==> src/rtl/rv32_pkg.sv <==
// rv32_pkg: shared RV32I widths, opcode constants and immediate-format enum
package rv32_pkg;
  localparam int XLEN = 32;
  localparam int NREG = 32;
  localparam int REG_AW = $clog2(NREG);
  localparam logic [6:0] OP = 7'b0110011;
  localparam logic [6:0] OP_IMM = 7'b0010011;
  localparam logic [6:0] LOAD = 7'b0000011;
  localparam logic [6:0] STORE = 7'b0100011;
  localparam logic [6:0] BRANCH = 7'b1100011;
  localparam logic [6:0] JAL = 7'b1101111;
  localparam logic [6:0] JALR = 7'b1100111;
  localparam logic [6:0] LUI = 7'b0110111;
  localparam logic [6:0] AUIPC = 7'b0010111;
  typedef enum logic [2:0] {IMM_NONE, IMM_I, IMM_S, IMM_B, IMM_U, IMM_J} imm_t;
endpackage

==> src/rtl/id_operand_stage_if.sv <==
// id_operand_stage_if: fetch->ID (in_*) and ID->EX (out_*) handshakes; master = environment, slave = stage
interface id_operand_stage_if;
  import rv32_pkg::*;
  logic in_valid;
  logic in_ready;
  logic [31:0] in_instr;
  logic [XLEN-1:0] in_pc;
  logic out_valid;
  logic out_ready;
  logic [XLEN-1:0] out_pc;
  logic [XLEN-1:0] out_op1;
  logic [XLEN-1:0] out_op2;
  logic [XLEN-1:0] out_imm;
  logic [REG_AW-1:0] out_rd;
  logic [6:0] out_opcode;
  logic [2:0] out_funct3;
  logic out_funct7b5;
  logic out_illegal;
  modport master (
    output in_valid, in_instr, in_pc, out_ready,
    input in_ready, out_valid, out_pc, out_op1, out_op2, out_imm, out_rd, out_opcode, out_funct3,
    out_funct7b5, out_illegal
  );
  modport slave (
    input in_valid, in_instr, in_pc, out_ready,
    output in_ready, out_valid, out_pc, out_op1, out_op2, out_imm, out_rd, out_opcode, out_funct3,
    out_funct7b5, out_illegal
  );
endinterface

==> src/rtl/rv32_imm_gen.sv <==
// rv32_imm_gen: instr + imm_type in -> sign-extended XLEN immediate out (0 for IMM_NONE)
module rv32_imm_gen
  import rv32_pkg::*;
(
  input  logic [31:0] instr,
  input  imm_t imm_type,
  output logic [XLEN-1:0] imm
);
  always_comb
    imm = imm_type == IMM_I ? {{20{instr[31]}}, instr[31:20]} :
          imm_type == IMM_S ? {{20{instr[31]}}, instr[31:25], instr[11:7]} :
          imm_type == IMM_B ? {{19{instr[31]}}, instr[31], instr[7], instr[30:25], instr[11:8], 1'b0} :
          imm_type == IMM_U ? {instr[31:12], 12'b0} :
          imm_type == IMM_J ? {{11{instr[31]}}, instr[31], instr[19:12], instr[20], instr[30:21], 1'b0} :
          '0;
endmodule

==> src/rtl/id_operand_stage.sv <==
// id_operand_stage: RV32I decode/operand fetch; clk/rst, io (fetch in/ID-EX out handshakes), rf read ports, wb bypass, flush
module id_operand_stage
  import rv32_pkg::*;
(
  input  logic clk,
  input  logic rst,
  id_operand_stage_if.slave io,
  output logic [REG_AW-1:0] rf_a1,
  output logic [REG_AW-1:0] rf_a2,
  output logic rf_re1,
  output logic rf_re2,
  input  logic [XLEN-1:0] rf_rd1,
  input  logic [XLEN-1:0] rf_rd2,
  input  logic wb_we,
  input  logic [REG_AW-1:0] wb_rd,
  input  logic [XLEN-1:0] wb_data,
  input  logic flush
);
  logic [6:0] opc;
  logic [REG_AW-1:0] rs1, rs2, rd;
  logic is_op, is_imm, is_ld, is_st, is_br, is_jal, is_jalr, is_lui, is_auipc;
  logic illegal, uses_rs1, uses_rs2, writes_rd, hit1, hit2, hazard, accept;
  logic [NREG-1:0] sb, sb_set, sb_clr;
  logic [XLEN-1:0] op1, op2, imm;
  imm_t imm_type;
  assign opc = io.in_instr[6:0];
  assign rs1 = io.in_instr[19:15];
  assign rs2 = io.in_instr[24:20];
  assign rd = io.in_instr[11:7];
  assign is_op = opc == OP;
  assign is_imm = opc == OP_IMM;
  assign is_ld = opc == LOAD;
  assign is_st = opc == STORE;
  assign is_br = opc == BRANCH;
  assign is_jal = opc == JAL;
  assign is_jalr = opc == JALR;
  assign is_lui = opc == LUI;
  assign is_auipc = opc == AUIPC;
  assign illegal = !(is_op || is_imm || is_ld || is_st || is_br || is_jal || is_jalr || is_lui || is_auipc);
  assign uses_rs1 = is_op || is_imm || is_ld || is_st || is_br || is_jalr;
  assign uses_rs2 = is_op || is_st || is_br;
  assign writes_rd = (is_op || is_imm || is_ld || is_lui || is_auipc || is_jal || is_jalr) && rd != '0;
  assign imm_type = (is_imm || is_ld || is_jalr) ? IMM_I :
                    is_st ? IMM_S :
                    is_br ? IMM_B :
                    (is_lui || is_auipc) ? IMM_U :
                    is_jal ? IMM_J : IMM_NONE;
  // The register file writes at the edge, so a same-cycle writeback must be forwarded here.
  assign hit1 = wb_we && wb_rd != '0 && wb_rd == rs1;
  assign hit2 = wb_we && wb_rd != '0 && wb_rd == rs2;
  assign op1 = rs1 == '0 ? '0 : hit1 ? wb_data : rf_rd1;
  assign op2 = rs2 == '0 ? '0 : hit2 ? wb_data : rf_rd2;
  assign hazard = (uses_rs1 && rs1 != '0 && sb[rs1] && !hit1) || (uses_rs2 && rs2 != '0 && sb[rs2] && !hit2);
  assign io.in_ready = !hazard && (!io.out_valid || io.out_ready) && !flush;
  assign accept = io.in_valid && io.in_ready;
  assign rf_a1 = rs1;
  assign rf_a2 = rs2;
  assign rf_re1 = io.in_valid && uses_rs1;
  assign rf_re2 = io.in_valid && uses_rs2;
  assign sb_set = (accept && writes_rd) ? NREG'(1) << rd : '0;
  assign sb_clr = wb_we ? NREG'(1) << wb_rd : '0;
  rv32_imm_gen u_imm (.instr(io.in_instr), .imm_type(imm_type), .imm(imm));
  always_ff @(posedge clk) begin
    if (rst) begin
      io.out_valid <= 1'b0;
      io.out_pc <= '0;
      io.out_op1 <= '0;
      io.out_op2 <= '0;
      io.out_imm <= '0;
      io.out_rd <= '0;
      io.out_opcode <= '0;
      io.out_funct3 <= '0;
      io.out_funct7b5 <= 1'b0;
      io.out_illegal <= 1'b0;
      sb <= '0;
    end else if (flush) begin
      io.out_valid <= 1'b0;
      sb <= '0;
    end else begin
      // set after clear so a same-register set/clear collision keeps the bit
      sb <= ((sb & ~sb_clr) | sb_set) & ~NREG'(1);
      if (accept) begin
        io.out_valid <= 1'b1;
        io.out_pc <= io.in_pc;
        io.out_op1 <= op1;
        io.out_op2 <= op2;
        io.out_imm <= imm;
        io.out_rd <= writes_rd ? rd : '0;
        io.out_opcode <= opc;
        io.out_funct3 <= io.in_instr[14:12];
        io.out_funct7b5 <= io.in_instr[30];
        io.out_illegal <= illegal;
      end else if (io.out_ready) io.out_valid <= 1'b0;
    end
  end
endmodule

==> src/flat_wrapper.sv <==
// flat-port wrapper written by rule: the top's interface ports become plain ports
module id_operand_stage_flat import rv32_pkg::*;
  (clk, rst, rf_a1, rf_a2, rf_re1, rf_re2, rf_rd1, rf_rd2, wb_we, wb_rd, wb_data, flush, io_in_valid, io_in_instr, io_in_pc, io_out_ready, io_in_ready, io_out_valid, io_out_pc, io_out_op1, io_out_op2, io_out_imm, io_out_rd, io_out_opcode, io_out_funct3, io_out_funct7b5, io_out_illegal);
  id_operand_stage_if io_i ();
  input  logic clk;
  input  logic rst;
  output logic [REG_AW-1:0] rf_a1;
  output logic [REG_AW-1:0] rf_a2;
  output logic rf_re1;
  output logic rf_re2;
  input  logic [XLEN-1:0] rf_rd1;
  input  logic [XLEN-1:0] rf_rd2;
  input  logic wb_we;
  input  logic [REG_AW-1:0] wb_rd;
  input  logic [XLEN-1:0] wb_data;
  input  logic flush;
  input wire logic [$bits(io_i.in_valid)-1:0] io_in_valid;
  input wire logic [$bits(io_i.in_instr)-1:0] io_in_instr;
  input wire logic [$bits(io_i.in_pc)-1:0] io_in_pc;
  input wire logic [$bits(io_i.out_ready)-1:0] io_out_ready;
  output wire logic [$bits(io_i.in_ready)-1:0] io_in_ready;
  output wire logic [$bits(io_i.out_valid)-1:0] io_out_valid;
  output wire logic [$bits(io_i.out_pc)-1:0] io_out_pc;
  output wire logic [$bits(io_i.out_op1)-1:0] io_out_op1;
  output wire logic [$bits(io_i.out_op2)-1:0] io_out_op2;
  output wire logic [$bits(io_i.out_imm)-1:0] io_out_imm;
  output wire logic [$bits(io_i.out_rd)-1:0] io_out_rd;
  output wire logic [$bits(io_i.out_opcode)-1:0] io_out_opcode;
  output wire logic [$bits(io_i.out_funct3)-1:0] io_out_funct3;
  output wire logic [$bits(io_i.out_funct7b5)-1:0] io_out_funct7b5;
  output wire logic [$bits(io_i.out_illegal)-1:0] io_out_illegal;
  assign io_i.in_valid = io_in_valid;
  assign io_i.in_instr = io_in_instr;
  assign io_i.in_pc = io_in_pc;
  assign io_i.out_ready = io_out_ready;
  assign io_in_ready = io_i.in_ready;
  assign io_out_valid = io_i.out_valid;
  assign io_out_pc = io_i.out_pc;
  assign io_out_op1 = io_i.out_op1;
  assign io_out_op2 = io_i.out_op2;
  assign io_out_imm = io_i.out_imm;
  assign io_out_rd = io_i.out_rd;
  assign io_out_opcode = io_i.out_opcode;
  assign io_out_funct3 = io_i.out_funct3;
  assign io_out_funct7b5 = io_i.out_funct7b5;
  assign io_out_illegal = io_i.out_illegal;
  id_operand_stage u_core (.clk(clk), .rst(rst), .io(io_i), .rf_a1(rf_a1), .rf_a2(rf_a2), .rf_re1(rf_re1), .rf_re2(rf_re2), .rf_rd1(rf_rd1), .rf_rd2(rf_rd2), .wb_we(wb_we), .wb_rd(wb_rd), .wb_data(wb_data), .flush(flush));
endmodule
==> config.mk <==
export PLATFORM = sky130hd
export DESIGN_NAME = id_operand_stage_flat
export DESIGN_NICKNAME = d
export VERILOG_FILES = /design/src/rtl/rv32_pkg.sv /design/src/rtl/id_operand_stage_if.sv /design/src/rtl/rv32_imm_gen.sv /design/src/rtl/id_operand_stage.sv /design/src/flat_wrapper.sv
export SDC_FILE = /design/constraint.sdc
export NUM_CORES = 1
export LEC_CHECK = 0
export ABC_AREA = 1
export CAP_MARGIN = 20
export CORE_MARGIN = 1.5
export CORE_UTILIZATION = 50
export DETAILED_ROUTE_END_ITERATION = 10
export DONT_BUFFER_PORTS = 1
export SLEW_MARGIN = 30
export SYNTH_ARGS = -nofsm -noshare
export SYNTH_HDL_FRONTEND = slang
export SYNTH_SLANG_ARGS = --single-unit
==> constraint.sdc <==
create_clock -name clk -period 2.66 [get_ports clk]
set_input_delay 0.399 -clock clk [delete_from_list [all_inputs] [get_ports clk]]
set_output_delay 0.399 -clock clk [all_outputs]
set_load 0.01 [all_outputs]
==> results.sh, run 1 <==
export IMPL_outcome="finished clean"
export IMPL_postSynthCellCount=1380
export IMPL_cts_sinks=177
export IMPL_arrival_ns=1.97
export IMPL_min_period_over_period_pct=89.24
export IMPL_hold_path_class="in -> reg"
export IMPL_seqCellArea_um2=3543
export IMPL_insertion_delay_ns=0.44
export IMPL_clockRootBuffer="clkbuf_16"
export IMPL_grt_max_degree=100
export IMPL_wl_per_cell_um=20.07
export IMPL_setup_violations=0
export IMPL_synth_most_common_cell="nor2_1"
export IMPL_ys_flop_type="dfxtp_1"
export IMPL_crit_path_start="u_core.sb[23]"
export IMPL_antenna_cells=0
export IMPL_area_delta_synth_final_pct=7.451
export IMPL_viasPerCell=5.799
export IMPL_cp_end_kind="output port"
export IMPL_first_global_vias=7839
export IMPL_syn_area_um2=8917
export IMPL_slew_headroom_pct=55.61
export IMPL_synth_top_area_cell="dfxtp_1"
export IMPL_ys_seq_elements=177
export IMPL_r2r_end="u_core.io.out_op1[3]"
export IMPL_tightestPinTransition_ns=0.6618
export IMPL_fin_setup_tns_ns=0
export IMPL_fin_worst_skew_ns=0.01502
export IMPL_cts_buffer_depth=2
export IMPL_period_needed_ns=2.374
export IMPL_seq_area_frac_synth_pct=39.74
export IMPL_synth_top_area_share_pct=39.74
export IMPL_syn_nets=1551
export IMPL_ys_types=31
export IMPL_die_height_um=136.5
export IMPL_yosysWarnings=0
export IMPL_h_tree_depth=4
export IMPL_r2r_setup_slack_ns=0.63
export IMPL_wirelength_um=31060
export IMPL_endpoint="io_in_ready"
export IMPL_gp_congestion=0.9621
export IMPL_cp_max_fo=39
export IMPL_initial_core_util_pct=51.38
export IMPL_num_vias=8977
export IMPL_rsz0062_at_grt="no"
export IMPL_synth_area_leaders="dfxtp_1 40%, nor2_1 17%, o21ai_0 10%"
export IMPL_fillers=1845
export IMPL_dr_pass1_iters=6
export IMPL_critical_path_max_stage_delay_ns=0.34
export IMPL_rows=48
export IMPL_die_w_um=136.5
export IMPL_critPathKind="reg -> out"
export IMPL_netlist_top_cells_count="394 x nor2_1, 191 x nand2_1, 180 x o21ai_0"
export IMPL_async_flop_share_pct=0
export IMPL_cp_start_kind="flop"
export IMPL_power_leakage_nw=3.777
export IMPL_grt_pass1_wl_um=45540
export IMPL_detail_route_antenna_nets=0
export IMPL_dp_worst_setup_slack_ns=0.2698
export IMPL_cp_cell_sequence="nand2_1 > nand3_1 > nand2_1 > nand2_1 > nand2_1 > inv_1 > nand2_1 > nand2_1 > nand3_1 > nand2_1 > nor2_2 > buf_12"
export IMPL_cellPowerDensity_nw_per_um2=652.7
export IMPL_design_core_area_um2=17360
export IMPL_fin_hold_ws_ns=0.01910
export IMPL_portBuffers=0
export IMPL_drcViolationCount=0
export IMPL_hold_buffers=0
export IMPL_boundaryPins=330
export IMPL_overflow=0
export IMPL_nets=1481
export IMPL_reg2reg_from="u_core.sb[23]"
export IMPL_dpl_hpwl_um=21950
export IMPL_drv_cap=0
export IMPL_cts_tree="done"
export IMPL_cp_slowest_cell="dfxtp_1"
export IMPL_cts_buffers=17
export IMPL_postCtsSetupRepairBufs=0
export IMPL_grt_usage_pct=32.02
export IMPL_peakVddDrop_mv=0.4800
export IMPL_dieArea_um2=18640
export IMPL_synth_edf_count=0
export IMPL_setup_ws_ns=0.2862
export IMPL_cp_required_ns=2.26
export IMPL_avgSynthCellArea_um2=6.462
export IMPL_hold_viol=0
export IMPL_multiInputGateArea_um2=4603
export IMPL_antenna_found_initial=1
export IMPL_drt_iter0_markers=824
export IMPL_max_freq_mhz=421.3
export IMPL_path_clk_slew_ns=0.08
export IMPL_r2r_cells=15
export IMPL_ctsResizeCount=0
export IMPL_cp_common_cell="nand2_1"
export IMPL_layout_drive_gt1_share_pct=5.442
export IMPL_finalMaxSlewViolations=0
-- worst min-delay path by stage --
stage,start,end,slack (ns),cells after the start
6_report,rst,u_core.io.out_rd[3],0.02,1
5_1_grt,rst,u_core.io.out_rd[3],0.005,1
3_3_place_gp,u_core.sb[2],u_core.sb[2],0.47,2
2_1_floorplan,u_core.sb[2],u_core.sb[2],0.45,2
3_5_place_dp,rst,u_core.io.out_funct7b5,0.47,1
4_1_cts,rst,u_core.io.out_rd[2],0.01,1
-- worst max-delay path: cells and delay by family, from the launching register on --
family | cells | cell delay [ns]
buffers and inverters | 2 | 0.29
flip-flops | 1 | 0.34
AND/OR/NAND/NOR | 10 | 0.89
-- power breakdown --
group          leakage, nW  switching, W  internal (W)
Clock                0.300       0.00131       0.00130
Sequential            1.45      0.000189       0.00280
Combinational         2.03      0.000429      0.000227
-- metal layers --
metal	global-route usage, %	vias up	wire length (µm)
li1	-	4386	-
met1	43.95	4105	12900
met2	47.63	425	13700
met3	10.04	59	3678
met4	10.28	2	782
met5	0	-	9
-- registers in the layout (all words and copies together), names as in the netlist --
register                cells
u_core.io.out_imm          32
u_core.io.out_op1          32
u_core.io.out_op2          32
u_core.io.out_pc           32
u_core.sb                  31
u_core.io.out_opcode        7
u_core.io.out_rd            5
u_core.io.out_funct3        3
u_core.io.out_funct7b5      1
u_core.io.out_illegal       1
u_core.io.out_valid         1
-- cells by family after synthesis --
| family | count (synthesis) | synth area share, % |
|---|---|---|
| xor+xnor | 6 | 0.5894 |
| simple gates | 719 | 33.25 |
| buf+inv | 179 | 8.783 |
| compound gates | 299 | 17.64 |
| flops | 177 | 39.74 |
-- final cells by class --
| class | instances | share of cell area [%] |
|---|---|---|
| Sequential cell | 177 | 36.98 |
| Tap cell | 225 | 2.938 |
| Inverter | 68 | 2.677 |
| Multi-Input combinational cell | 1024 | 48.04 |
| Clock inverter | 15 | 2.155 |
| Timing Repair Buffer | 22 | 2.768 |
| Clock buffer | 17 | 4.440 |
-- through the flow --
step	instances	total power, W	instance area, µm²	utilization, %
3_3_place_gp	1516	0.003692	8950	51.56
3_5_place_dp	1516	0.003700	8950	51.56
2_1_floorplan	1380	0.003551	8917	-
5_1_grt	1548	0.006510	9582	55.20
4_1_cts	1548	0.006287	9582	55.20
6_report	1548	0.006254	9582	55.20
-- cell usage in the layout (no fill, tap or decap), types with 17 or more instances in the layout --
cell,synthesis,final
a21oi_1,64,64
clkbuf_16,0,17
dfxtp_1,177,177
inv_1,55,54
nand2_1,191,191
nand3_1,60,60
nand4_1,59,59
nor2_1,394,393
o21ai_0,180,180
o21ai_1,24,24
(Power assumes the default switching activity.)
==> run 2: changes to the inputs <==
CORE_UTILIZATION = 45   (was 50)
CTS_CLUSTER_SIZE = 40   (was unset)
==> run 2 against run 1 <==
Against the previous run:
- clock power barely moved
- hold slack lost 0.0038 ns
- clock skew decreased by 0.0053 ns
- critical path depth is the same
- via count fell by 1.0%
- combinational power shrank 2%
- largest power group unchanged
- global-route usage decreased by 2.7 points
- cell count is 2.7% higher
- sequential share of layout area down 0.053 points
- register-to-register slack got worse by 0.17 ns
==> results.sh, run 2 (synthesis results as in run 1) <==
export IMPL_p_sw_w=0.001911
export IMPL_path_clk_slew_ns=0.08
export IMPL_layout_drive_gt1_share_pct=5.509
export IMPL_fillers=2070
export IMPL_h_tree_depth=4
export IMPL_clockRootBuffer="clkbuf_16"
export IMPL_dr_pass1_iters=6
export IMPL_grt_usage_pct=29.29
export IMPL_cp_slowest_cell="dfxtp_1"
export IMPL_arrival_ns=2.01
export IMPL_final_common_cell="nor2_1"
export IMPL_pwr_share_seq_pct=48.1
export IMPL_power_leakage_nw=3.767
export IMPL_placed_area_um2=8982
export IMPL_most_common_layout_cells="393 x nor2_1, 191 x nand2_1, 180 x o21ai_0"
export IMPL_tightestPinTransition_ns=0.6697
export IMPL_antenna_found_initial=0
export IMPL_cts_sinks=177
export IMPL_dp_worst_setup_slack_ns=0.06246
export IMPL_rsz0062_at_grt="no"
export IMPL_detail_route_antenna_nets=0
export IMPL_portBuffers=0
export IMPL_viasPerCell=5.587
export IMPL_initial_core_util_pct=45.82
export IMPL_overflow=0
export IMPL_cp_cell_sequence="inv_1 > nand2_1 > nand3_1 > nand3_1 > nand2_1 > inv_2 > nand2_1 > nand2_1 > nand3_1 > nand2_1 > nor2_2 > buf_12"
export IMPL_global_route_usage_met1_pct=33.92
export IMPL_rows=51
export IMPL_insertion_delay_ns=0.44
export IMPL_area_delta_synth_final_pct=7.605
export IMPL_drt_iter0_markers=800
export IMPL_cp_start_kind="flop"
export IMPL_postCtsSetupRepairBufs=0
export IMPL_nets=1483
export IMPL_outcome="finished clean"
export IMPL_cp_common_cell="nand2_1"
export IMPL_grt_max_degree=76
export IMPL_critical_path_max_stage_delay_ns=0.32
export IMPL_grt_pass1_wl_um=45840
export IMPL_wirelength_um=31560
export IMPL_num_vias=8883
export IMPL_cellPowerDensity_nw_per_um2=646.9
export IMPL_final_cell_area_um2=9595
export IMPL_fin_hold_ws_ns=0.01527
export IMPL_cp_required_ns=2.26
export IMPL_dieArea_um2=20670
export IMPL_fin_setup_tns_ns=0
export IMPL_wl_per_cell_um=19.85
export IMPL_hold_viol=0
export IMPL_cts_buffer_depth=2
export IMPL_gp_congestion=0.9604
export IMPL_cp_end_kind="output port"
export IMPL_drcViolationCount=0
export IMPL_cp_max_fo=39
export IMPL_finalMaxSlewViolations=0
export IMPL_critPathKind="reg -> out"
export IMPL_slew_headroom_pct=55.35
export IMPL_drv_cap=0
export IMPL_antenna_cells=0
export IMPL_top_usage_layer="met2"
export IMPL_pwr_share_comb_pct=10.3
export IMPL_min_period_over_period_pct=90.69
export IMPL_fin_worst_skew_ns=0.009686
export IMPL_p_clk_share_pct=41.6
export IMPL_dpl_hpwl_um=22650
export IMPL_p_int_w=0.004296
export IMPL_max_freq_mhz=414.5
export IMPL_hold_buffers=0
export IMPL_grtUsageMet3_pct=9.763
export IMPL_design_core_area_um2=19460
export IMPL_cts_buffers=17
export IMPL_setup_ws_ns=0.2475
export IMPL_ctsResizeCount=0
export IMPL_cts_tree="done"
export IMPL_first_global_vias=7968
export IMPL_hold_path_class="in -> reg"
export IMPL_boundaryPins=330
export IMPL_peakVddDrop_mv=0.4257
export IMPL_period_needed_ns=2.412
export IMPL_die_w_um=143.8
export IMPL_die_height_um=143.8
export IMPL_swShare_pct=30.79
export IMPL_grt_use_met2_pct=49.62
export IMPL_setup_violations=0
## run 2: stage by stage
step                      power, W  utilization, %  cells
after floorplan           0.003551               -   1380
after global placement    0.003681           46.15   1557
after detailed placement  0.003692           46.15   1557
after CTS                 0.006252           49.25   1589
after global routing      0.006477           49.30   1590
final                     0.006207           49.30   1590
## run 2: path summary, 6_finish.rpt
check | start | to | cells past startpoint | slack [ns]
worst max-delay path | u_core.sb[3] | io_in_ready | 12 | 0.25
worst min-delay path | rst | u_core.io.out_rd[3] | 1 | 0.02
worst max register to register | u_core.sb[3] | u_core.io.out_pc[22] | 15 | 0.46
worst min register to register | u_core.sb[2] | u_core.sb[2] | 2 | 0.49
## run 2: final cells by class
type | count | area [µm²] | share of cell area [%]
well taps | 265 | 331.6 | 3.455
clock buffers | 17 | 425.4 | 4.433
multi-input cells | 1024 | 4603 | 47.97
clock inverters | 15 | 177.7 | 1.852
repair buffers | 24 | 257.7 | 2.686
flip-flops and latches | 177 | 3543 | 36.93
inverters | 68 | 256.5 | 2.673
## run 2: metal layers
metal	wire, µm	share of wire (%)	vias up
met2	15250	48	402
met3	3232	10	70
met5	0	0	-
li1	-	-	4388
met4	1119	3.5	0
met1	11950	38	4023
## run 2: critical path, delay by kind of cell, from the launching register on
family | cells | cell delay, ns
buf+inv | 3 | 0.36
flops | 1 | 0.32
simple gates | 9 | 0.86
## run 2: power groups by stage
stage                     Sequential, W  Combinational, W  Clock (W)
after floorplan                 0.00300          0.000556          0
after global placement          0.00305          0.000631          0
after detailed placement        0.00305          0.000637          0
after CTS                       0.00299          0.000640    0.00262
after global routing            0.00301          0.000734    0.00274
final                           0.00299          0.000641    0.00258
